`config.mk`:
```
export PLATFORM = sky130hd
export DESIGN_NAME = data_deserializer
export DESIGN_NICKNAME = d
export VERILOG_FILES = /design/src/rtl/data_deserializer.sv
export SDC_FILE = /design/constraint.sdc
export NUM_CORES = 1
export LEC_CHECK = 0
export ABC_CLOCK_PERIOD_IN_PS = 2800
export CAP_MARGIN = 20
export CORE_ASPECT_RATIO = 2
export CORE_MARGIN = 4
export CORE_UTILIZATION = 45
export DETAILED_ROUTE_END_ITERATION = 8
export PLACE_DENSITY_LB_ADDON = 0.25
export SETUP_SLACK_MARGIN = 0.1
export SLEW_MARGIN = 20
export SYNTH_ARGS = -nofsm -noshare
export SYNTH_HDL_FRONTEND = slang
export SYNTH_SLANG_ARGS = --single-unit
```
`constraint.sdc`:
```
create_clock -name i_PCLK -period 2.8 [get_ports i_PCLK]
set_input_delay 0.84 -clock i_PCLK [delete_from_list [all_inputs] [get_ports i_PCLK]]
set_output_delay 0.84 -clock i_PCLK [all_outputs]
set_load 0.01 [all_outputs]
```
`src/rtl/data_deserializer.sv`:
```
`default_nettype none
// +--------------------------------------------------------------------------+
// | data_deserializer: SSP serial-to-parallel receiver with FWFT RX FIFO,    |
// | fully oversampled on i_PCLK.                                              |
// | Revision: 1.0                                                            |
// +--------------------------------------------------------------------------+
module data_deserializer #(
  parameter int DATA_WIDTH  = 8,
  parameter int FIFO_DEPTH  = 4,
  parameter int SYNC_STAGES = 2
) (
  input  logic                  i_PCLK,
  input  logic                  i_CLEAR_B,
  input  logic                  i_SSPCLKIN,
  input  logic                  i_SSPFSSIN,
  input  logic                  i_SSPRXD,
  input  logic                  i_RX_READ,
  input  logic                  i_CLR_ERR,
  output logic [DATA_WIDTH-1:0] o_RXDATA,
  output logic                  o_RX_VALID,
  output logic                  o_RX_FULL,
  output logic                  o_RX_OVERRUN,
  output logic                  o_FRAME_ERR
);

  localparam int c_PW = $clog2(FIFO_DEPTH);
  localparam int c_CW = $clog2(DATA_WIDTH + 1);

  typedef enum logic [0:0] {ST_IDLE, ST_SHIFT} state_t;

  logic [SYNC_STAGES-1:0] r_clk_sync, r_fss_sync, r_rxd_sync;
  logic                   r_clk_prev;
  state_t                 r_state;
  logic [c_CW-1:0]        r_cnt;
  logic [DATA_WIDTH-1:0]  r_shreg;
  logic [DATA_WIDTH-1:0]  r_mem [FIFO_DEPTH];
  logic [c_PW-1:0]        r_wptr, r_rptr;
  logic [c_PW:0]          r_count;
  logic                   r_ovr, r_ferr;

  logic                  w_sample, w_fss, w_rxd, w_last, w_push;
  logic                  w_ferr_evt, w_full, w_empty, w_pop, w_wr, w_ovr_evt;
  logic [DATA_WIDTH-1:0] w_word;

  // Falling edge of the synchronized serial clock is the sample point
  assign w_sample   = r_clk_prev & ~r_clk_sync[SYNC_STAGES-1];
  assign w_fss      = r_fss_sync[SYNC_STAGES-1];
  assign w_rxd      = r_rxd_sync[SYNC_STAGES-1];
  assign w_word     = {r_shreg[DATA_WIDTH-2:0], w_rxd};
  assign w_last     = (r_cnt == c_CW'(DATA_WIDTH - 1));
  assign w_push     = (r_state == ST_SHIFT) & w_sample & w_last;
  assign w_ferr_evt = (r_state == ST_SHIFT) & w_sample & w_fss & ~w_last &
                      (r_cnt != '0);

  assign w_full    = (r_count == (c_PW+1)'(FIFO_DEPTH));
  assign w_empty   = (r_count == '0);
  assign w_pop     = i_RX_READ & ~w_empty;
  assign w_wr      = w_push & (~w_full | w_pop);
  assign w_ovr_evt = w_push & w_full & ~w_pop;

  always_ff @(posedge i_PCLK or negedge i_CLEAR_B) begin
    if (!i_CLEAR_B) begin
      r_clk_sync <= '0;
      r_fss_sync <= '0;
      r_rxd_sync <= '0;
      r_clk_prev <= 1'b0;
    end else begin
      r_clk_sync <= {r_clk_sync[SYNC_STAGES-2:0], i_SSPCLKIN};
      r_fss_sync <= {r_fss_sync[SYNC_STAGES-2:0], i_SSPFSSIN};
      r_rxd_sync <= {r_rxd_sync[SYNC_STAGES-2:0], i_SSPRXD};
      r_clk_prev <= r_clk_sync[SYNC_STAGES-1];
    end
  end

  always_ff @(posedge i_PCLK or negedge i_CLEAR_B) begin
    if (!i_CLEAR_B) begin
      r_state <= ST_IDLE;
      r_cnt   <= '0;
      r_shreg <= '0;
    end else if (w_sample) begin
      case (r_state)
        ST_IDLE: begin
          if (w_fss) begin
            r_state <= ST_SHIFT;
            r_cnt   <= '0;
          end
        end
        default: begin
          if (w_last) begin
            // FSS on the final bit chains straight into the next frame
            r_shreg <= w_word;
            r_cnt   <= '0;
            r_state <= w_fss ? ST_SHIFT : ST_IDLE;
          end else if (w_fss) begin
            r_cnt   <= '0;
          end else begin
            r_shreg <= w_word;
            r_cnt   <= r_cnt + c_CW'(1);
          end
        end
      endcase
    end
  end

  // Storage needs no reset: the head is masked to zero while empty
  always_ff @(posedge i_PCLK) begin
    if (w_wr) r_mem[r_wptr] <= w_word;
  end

  always_ff @(posedge i_PCLK or negedge i_CLEAR_B) begin
    if (!i_CLEAR_B) begin
      r_wptr  <= '0;
      r_rptr  <= '0;
      r_count <= '0;
      r_ovr   <= 1'b0;
      r_ferr  <= 1'b0;
    end else begin
      if (w_wr)  r_wptr <= r_wptr + c_PW'(1);
      if (w_pop) r_rptr <= r_rptr + c_PW'(1);
      case ({w_wr, w_pop})
        2'b10:   r_count <= r_count + (c_PW+1)'(1);
        2'b01:   r_count <= r_count - (c_PW+1)'(1);
        default: r_count <= r_count;
      endcase
      r_ovr  <= w_ovr_evt  | (r_ovr  & ~i_CLR_ERR);
      r_ferr <= w_ferr_evt | (r_ferr & ~i_CLR_ERR);
    end
  end

  assign o_RXDATA     = w_empty ? '0 : r_mem[r_rptr];
  assign o_RX_VALID   = ~w_empty;
  assign o_RX_FULL    = w_full;
  assign o_RX_OVERRUN = r_ovr;
  assign o_FRAME_ERR  = r_ferr;

endmodule
`default_nettype wire

```
# [Word-level counts from Yosys, hierarchy flattened]
# Memories as Yosys holds them, arrays and structs flattened.
# Index checks and enable logic that the tools add are counted.
[totals] in_bits=7 wordCells=63 ram_bits=32 reg_bits=28 output_inout_bits=12 memories=1
[op_classes] bitwise_logic=21 addsub=5 eq_ne=5 n_reduce_logical=6 n_mux=13
[mem_list] name="r_mem" depth=4 width=8 rd=1 rd_clocked_by_memory_dff=0 wr=1 line_no="36" source="logic [DATA_WIDTH-1:0] r_mem [FIFO_DEPTH];"
[ops] operator="two-way mux 4 bit" n=4
[ops] operator="two-way mux 7 bit" n=2
[ops] operator="bitwise AND 1 bit" n=12
[ops] operator="two-way mux 8 bit" n=1
[ops] operator="inverter 1 bit" n=6
[ops] operator="case mux 3 bit (2 select lines)" n=1
[ops] operator="two-way mux 1 bit" n=5
[ops] operator="adder 2 x 1 -> 2 bit, second input constant" n=2
[ops] operator="adder 4 x 1 -> 4 bit, second input constant" n=1
[ops] operator="== test 4 x 3 -> 1 bit, second input constant" n=1
[ops] operator="nonzero test 2 bit" n=2
[ops] operator="nonzero test 4 bit" n=1
[ops] operator="adder 3 x 1 -> 3 bit, second input constant" n=1
[ops] operator="== test 3 bit, second input constant" n=1
[ops] operator="zero test 3 bit" n=1
[ops] operator="OR 1 bit" n=3
[ops] operator="AND reduction 3 bit" n=1
[ops] operator="subtractor 3 x 1 -> 3 bit, second input constant" n=1
[ops] operator="== test 2 x 1 -> 1 bit, second input constant" n=1
[ops] operator="== test 2 bit, second input constant" n=1
[ops] operator="!= test 2 x 1 -> 1 bit, second input constant" n=1
[ops] operator="AND reduction 2 bit" n=1

# [Logic depth before layout (Yosys ltp)]
[depth] depth_word=7 ltp_mapped=10 mapped_depth_nobuf=10

# [Worst setup path after synthesis]
# OpenSTA, ideal clock, no wires.
[synth_timing] path_type="input to register" startpoint="input port i_RX_READ" endpoint="register r_count[2]" arrival_ns=2.503 cell_stages=9 n_path_buf=0 setup_slack_ns=0.218 setup_ns=0.079 path_cell_list="or4b_4 > nor3b_4 > inv_1 > ha_1 > inv_1 > fa_1 > xor2_1 > nor2_1 > xor2_1"
[synth_between] elab_chain_len=5 elab_cells_between_ends=7
[synth_rtl] element="start: declaration" line_no="17" source="input logic i_RX_READ,"
[synth_rtl] element="bitwise AND 1 bit *" line_no="57" source="assign w_pop = i_RX_READ & ~w_empty;"
[synth_rtl] element="OR 1 bit" line_no="58" source="assign w_wr = w_push & (~w_full | w_pop);"
[synth_rtl] element="bitwise AND 1 bit" line_no="58"
[synth_rtl] element="== test 2 x 1 -> 1 bit or == test 2 bit (tied branches)" line_no="120" source="case ({w_wr, w_pop})"
[synth_rtl] element="case mux 3 bit (2 select lines) or nonzero test 2 bit (tied branches)"
[synth_rtl] element="end signal: assignment" line_no="121" source="2'b10: r_count <= r_count + (c_PW+1)'(1);"
[synth_rtl] element="end signal: assignment" line_no="122" source="2'b01: r_count <= r_count - (c_PW+1)'(1);"
[synth_rtl] element="end signal: assignment" line_no="123" source="default: r_count <= r_count;"
[synth_rtl] element="end: declaration" line_no="38" source="logic [c_PW:0] r_count;"
# Mark *: on every way between the ends. The rest lies on a longest branch, timed or not.
# A chain may end at the register's enable or synchronous reset.

# [Worst setup path after layout]
[layout_timing] startpoint="register r_rptr[0]" endpoint="output port o_RXDATA[2]"
[layout_between] elab_chain_len=2
[layout_rtl] element="start: declaration" line_no="37" source="logic [c_PW-1:0] r_wptr, r_rptr;"
[layout_rtl] element="start signal: assignment" line_no="119" source="if (w_pop) r_rptr <= r_rptr + c_PW'(1);"
[layout_rtl] element="memory read (4 x 8 bit)"
[layout_rtl] element="two-way mux 8 bit" line_no="130" source="assign o_RXDATA = w_empty ? '0 : r_mem[r_rptr];"
[layout_rtl] element="end: declaration" line_no="19" source="output logic [DATA_WIDTH-1:0] o_RXDATA,"
# No other way between the ends.

==> results.json <==
{
  "seq_area_um2": 1660,
  "dp_hpwl_mm": 3.05,
  "synthesis.area_um2": 2500,
  "drive_above_1_share_pct": 23.9,
  "wire_per_inst_um": 16.5,
  "drtIter0Drc": 34,
  "ys_async_sr_fraction_pct": 46.7,
  "numCtsBuffers": 9,
  "chipHeight_um": 114,
  "synth_common_cells": "edfxtp_1, dfrtp_1, inv_1, and2_1, mux4_2",
  "swShare_pct": 27.6,
  "area_delta_synth_final_pct": 18.6,
  "min-delay-start": "r_clk_sync[0]",
  "clkPwrFrac_pct": 27.4,
  "rr_worst_depth": 9,
  "p_comb_share_pct": 25.7,
  "tightest_slew_ps": 413,
  "drt-pass1-iter-count": 4,
  "cap_violations": 0,
  "synthFlopType": "edfxtp_1",
  "reg2reg_slack_ps": 530,
  "fmax_mhz": 383,
  "clkTransAtPathRegs_ps": 60,
  "min_to": "r_clk_sync[1]",
  "syn_inst": 154,
  "path_class": "reg -> out",
  "synth_nets": 169,
  "synth_top_family_by_area": "multiplexers",
  "rsz0062_at_grt": "true",
  "yosys.area.top_type": "edfxtp_1",
  "synth_area_per_cell_um2": 16.3,
  "synth.area.mux_share_pct": 11.3,
  "die-area_um2": 6900,
  "rows": 38,
  "leakagePower_uw": 0.00119,
  "yosys.area_share.simple_pct": 8.89,
  "run_status": "finished, final reports clean",
  "track_usage_pct": 14.8,
  "io_buffers": 18,
  "hold_ws_ps": 348,
  "internal-power_uw": 1870,
  "relSlewSlack_pct": 72.4,
  "clock_sinks": 60,
  "power_uw": 2580,
  "synthAdderAreaFrac_pct": 4.30,
  "htreeDepth": 3,
  "power-per-cell-area_nw_per_um2": 868,
  "fin_nets": 199,
  "clk_latency_ps": 330,
  "fillers": 465,
  "die_w_um": 60.8,
  "synth_compound_area_share_pct": 4.40,
  "place_area_um2": 2790,
  "cp_max_fo": 9,
  "yosysTopAreaCellShare_pct": 38.4,
  "min_path_cells": 0,
  "cts-root-buf": "clkbuf_8",
  "post-route-period-util_pct": 93.3,
  "drc": 0,
  "setup_viol": 0,
  "crit_required_ps": 1960,
  "timing.rr.end": "r_count[2]",
  "synth.distinct_cells": 36,
  "min_period_ps": 2610,
  "vias_per_cell": 5.23,
  "r2r-start": "r_count[1]",
  "diodes": 0,
  "antenna_found_initial": 0,
  "synth_edf_count": 32,
  "hold_buffers": 0,
  "hold_class": "reg -> reg",
  "grt_pass1_wl_mm": 7.20,
  "vias": 1297,
  "power_frac_seq_pct": 46.8,
  "core_um2": 5420,
  "fin_area_um2": 2970,
  "synth.area.top_cells": "edfxtp_1, dfrtp_1, mux4_2, ha_1, mux2_2",
  "drt_wl_total_mm": 4.10,
  "ys_ff_latch": 60,
  "multi_input_area_um2": 783,
  "finalHoldViolCount": 0,
  "startpoint_type": "flop",
  "yosysSeqAreaShare_pct": 66.3,
  "synth-xor-area-share_pct": 2.10,
  "p_sw_uw": 711,
  "fin_skew_ps": 6.52,
  "maxSlewViolCount": 0,
  "grt_max_degree": 29,
  "detail-route-antenna-nets": 0,
  "yosysMostFrequentCell": "edfxtp_1",
  "fin_setup_tns_ps": 0,
  "pin_count": 19,
  "vdd_drop_max_uv": 583,
  "gp_congestion": 0.706,
  "start_util_pct": 46.2,
  "crit_arrival_ps": 1770,
  "grt_pass1_vias": 1447,
  "grt-ovfl-total": 0,
  "cts_max_path_buffers": 2,
  "yosys_warnings": 0,
  "end_kind": "output port",
  "cts_tree": "built"
}
[cells by family after synthesis]
| logic type | Yosys count |
|---|---|
| xor gates and xnor gates | 6 |
| AOI/OAI and AO/OA | 15 |
| and+or+nand+nor | 31 |
| adders and majority gates | 8 |
| buffers and inverters | 17 |
| muxes | 17 |
| DFF | 60 |
[cell usage in the layout (no fill, tap or decap), types with 2 or more instances in the layout]
master           synthesis  layout
nand2_1                  3       3
and2_2                   4       4
xnor2_1                  3       3
ha_1                     7       7
o21ai_0                  6       6
and2_1                   9       9
o31ai_1                  3       3
dfrtp_1                 28      28
nand2b_1                 2       2
nand3_1                  2       2
mux4_2                   8       8
clkbuf_8                 0       9
nor2_1                   2       2
inv_1                   12      12
dlygate4sd2_1            0       9
clkdlybuf4s50_1          0       9
clkinv_2                 0       2
clkinv_1                 0       2
edfxtp_1                32      32
buf_4                    0       5
xor2_1                   3       3
mux2_2                   7       7
[layout make-up]
type                    instances  area share, %
multi-input cells              77           26.4
inverters                      12           1.52
well taps                      60           2.53
repair buffers                 24           7.62
clock buffers                   9           4.17
flip-flops and latches         60           55.9
clock inverters                 6           1.89
[flip-flops by register name, summed over array words and instances (netlist names)]
register	cells
r_count	3
r_rxd_sync	2
r_rptr	2
r_clk_sync	2
o_FRAME_ERR	1
o_RX_OVERRUN	1
r_fss_sync	2
r_wptr	2
r_shreg	7
r_state	1
r_cnt	4
r_mem	32
r_clk_prev	1
[metal layers]
metal	up-vias	share of wire [%]	global-route usage, %
met5	-	0	0
met3	11	3.5	5.10
met1	644	35	15.1
li1	619	-	-
met4	0	2.5	7.67
met2	23	59	25.4
[through the flow]
step | std cells | util (%) | worst slack (ps)
2_1_floorplan | 154 | - | 218
3_3_place_gp | 232 | 51.5 | -215
3_5_place_dp | 232 | 51.5 | -344
4_1_cts | 247 | 54.7 | 142
5_1_grt | 248 | 54.8 | 95.5
6_report | 248 | 54.8 | 188
[worst max-delay path, stage by stage, from the launching register on]
cell           delay (ps)
dfrtp_1               370
buf_12                150
mux4_2                480
and2_1                160
dlygate4sd2_1         280
[worst max-delay path by stage]
stage / endpoint / cells past startpoint / from / slack (ps)
2_1_floorplan: r_count[2] / 9 / i_RX_READ / 220
3_3_place_gp: r_count[2] / 10 / i_RX_READ / -210
3_5_place_dp: r_count[2] / 10 / i_RX_READ / -340
4_1_cts: o_RXDATA[2] / 4 / r_rptr[0] / 140
5_1_grt: o_RXDATA[2] / 4 / r_rptr[0] / 100
6_report: o_RXDATA[2] / 4 / r_rptr[0] / 190
[timing repair]
action | 4_1_cts | 5_1_grt
setup buffers | 0 | 1
pin swaps | 1 | 0
gates resized for setup | 11 | 0
setup endpoints to repair | 10 | 1
[power groups by stage]
stage          clock (uW)  sequential [uW]  combinational, uW
5_1_grt               776             1230                739
3_5_place_dp            0             1230                723
6_report              707             1210                664
3_3_place_gp            0             1210                683
2_1_floorplan           0             1160                452
4_1_cts               732             1210                677
(Power assumes the default switching activity.)
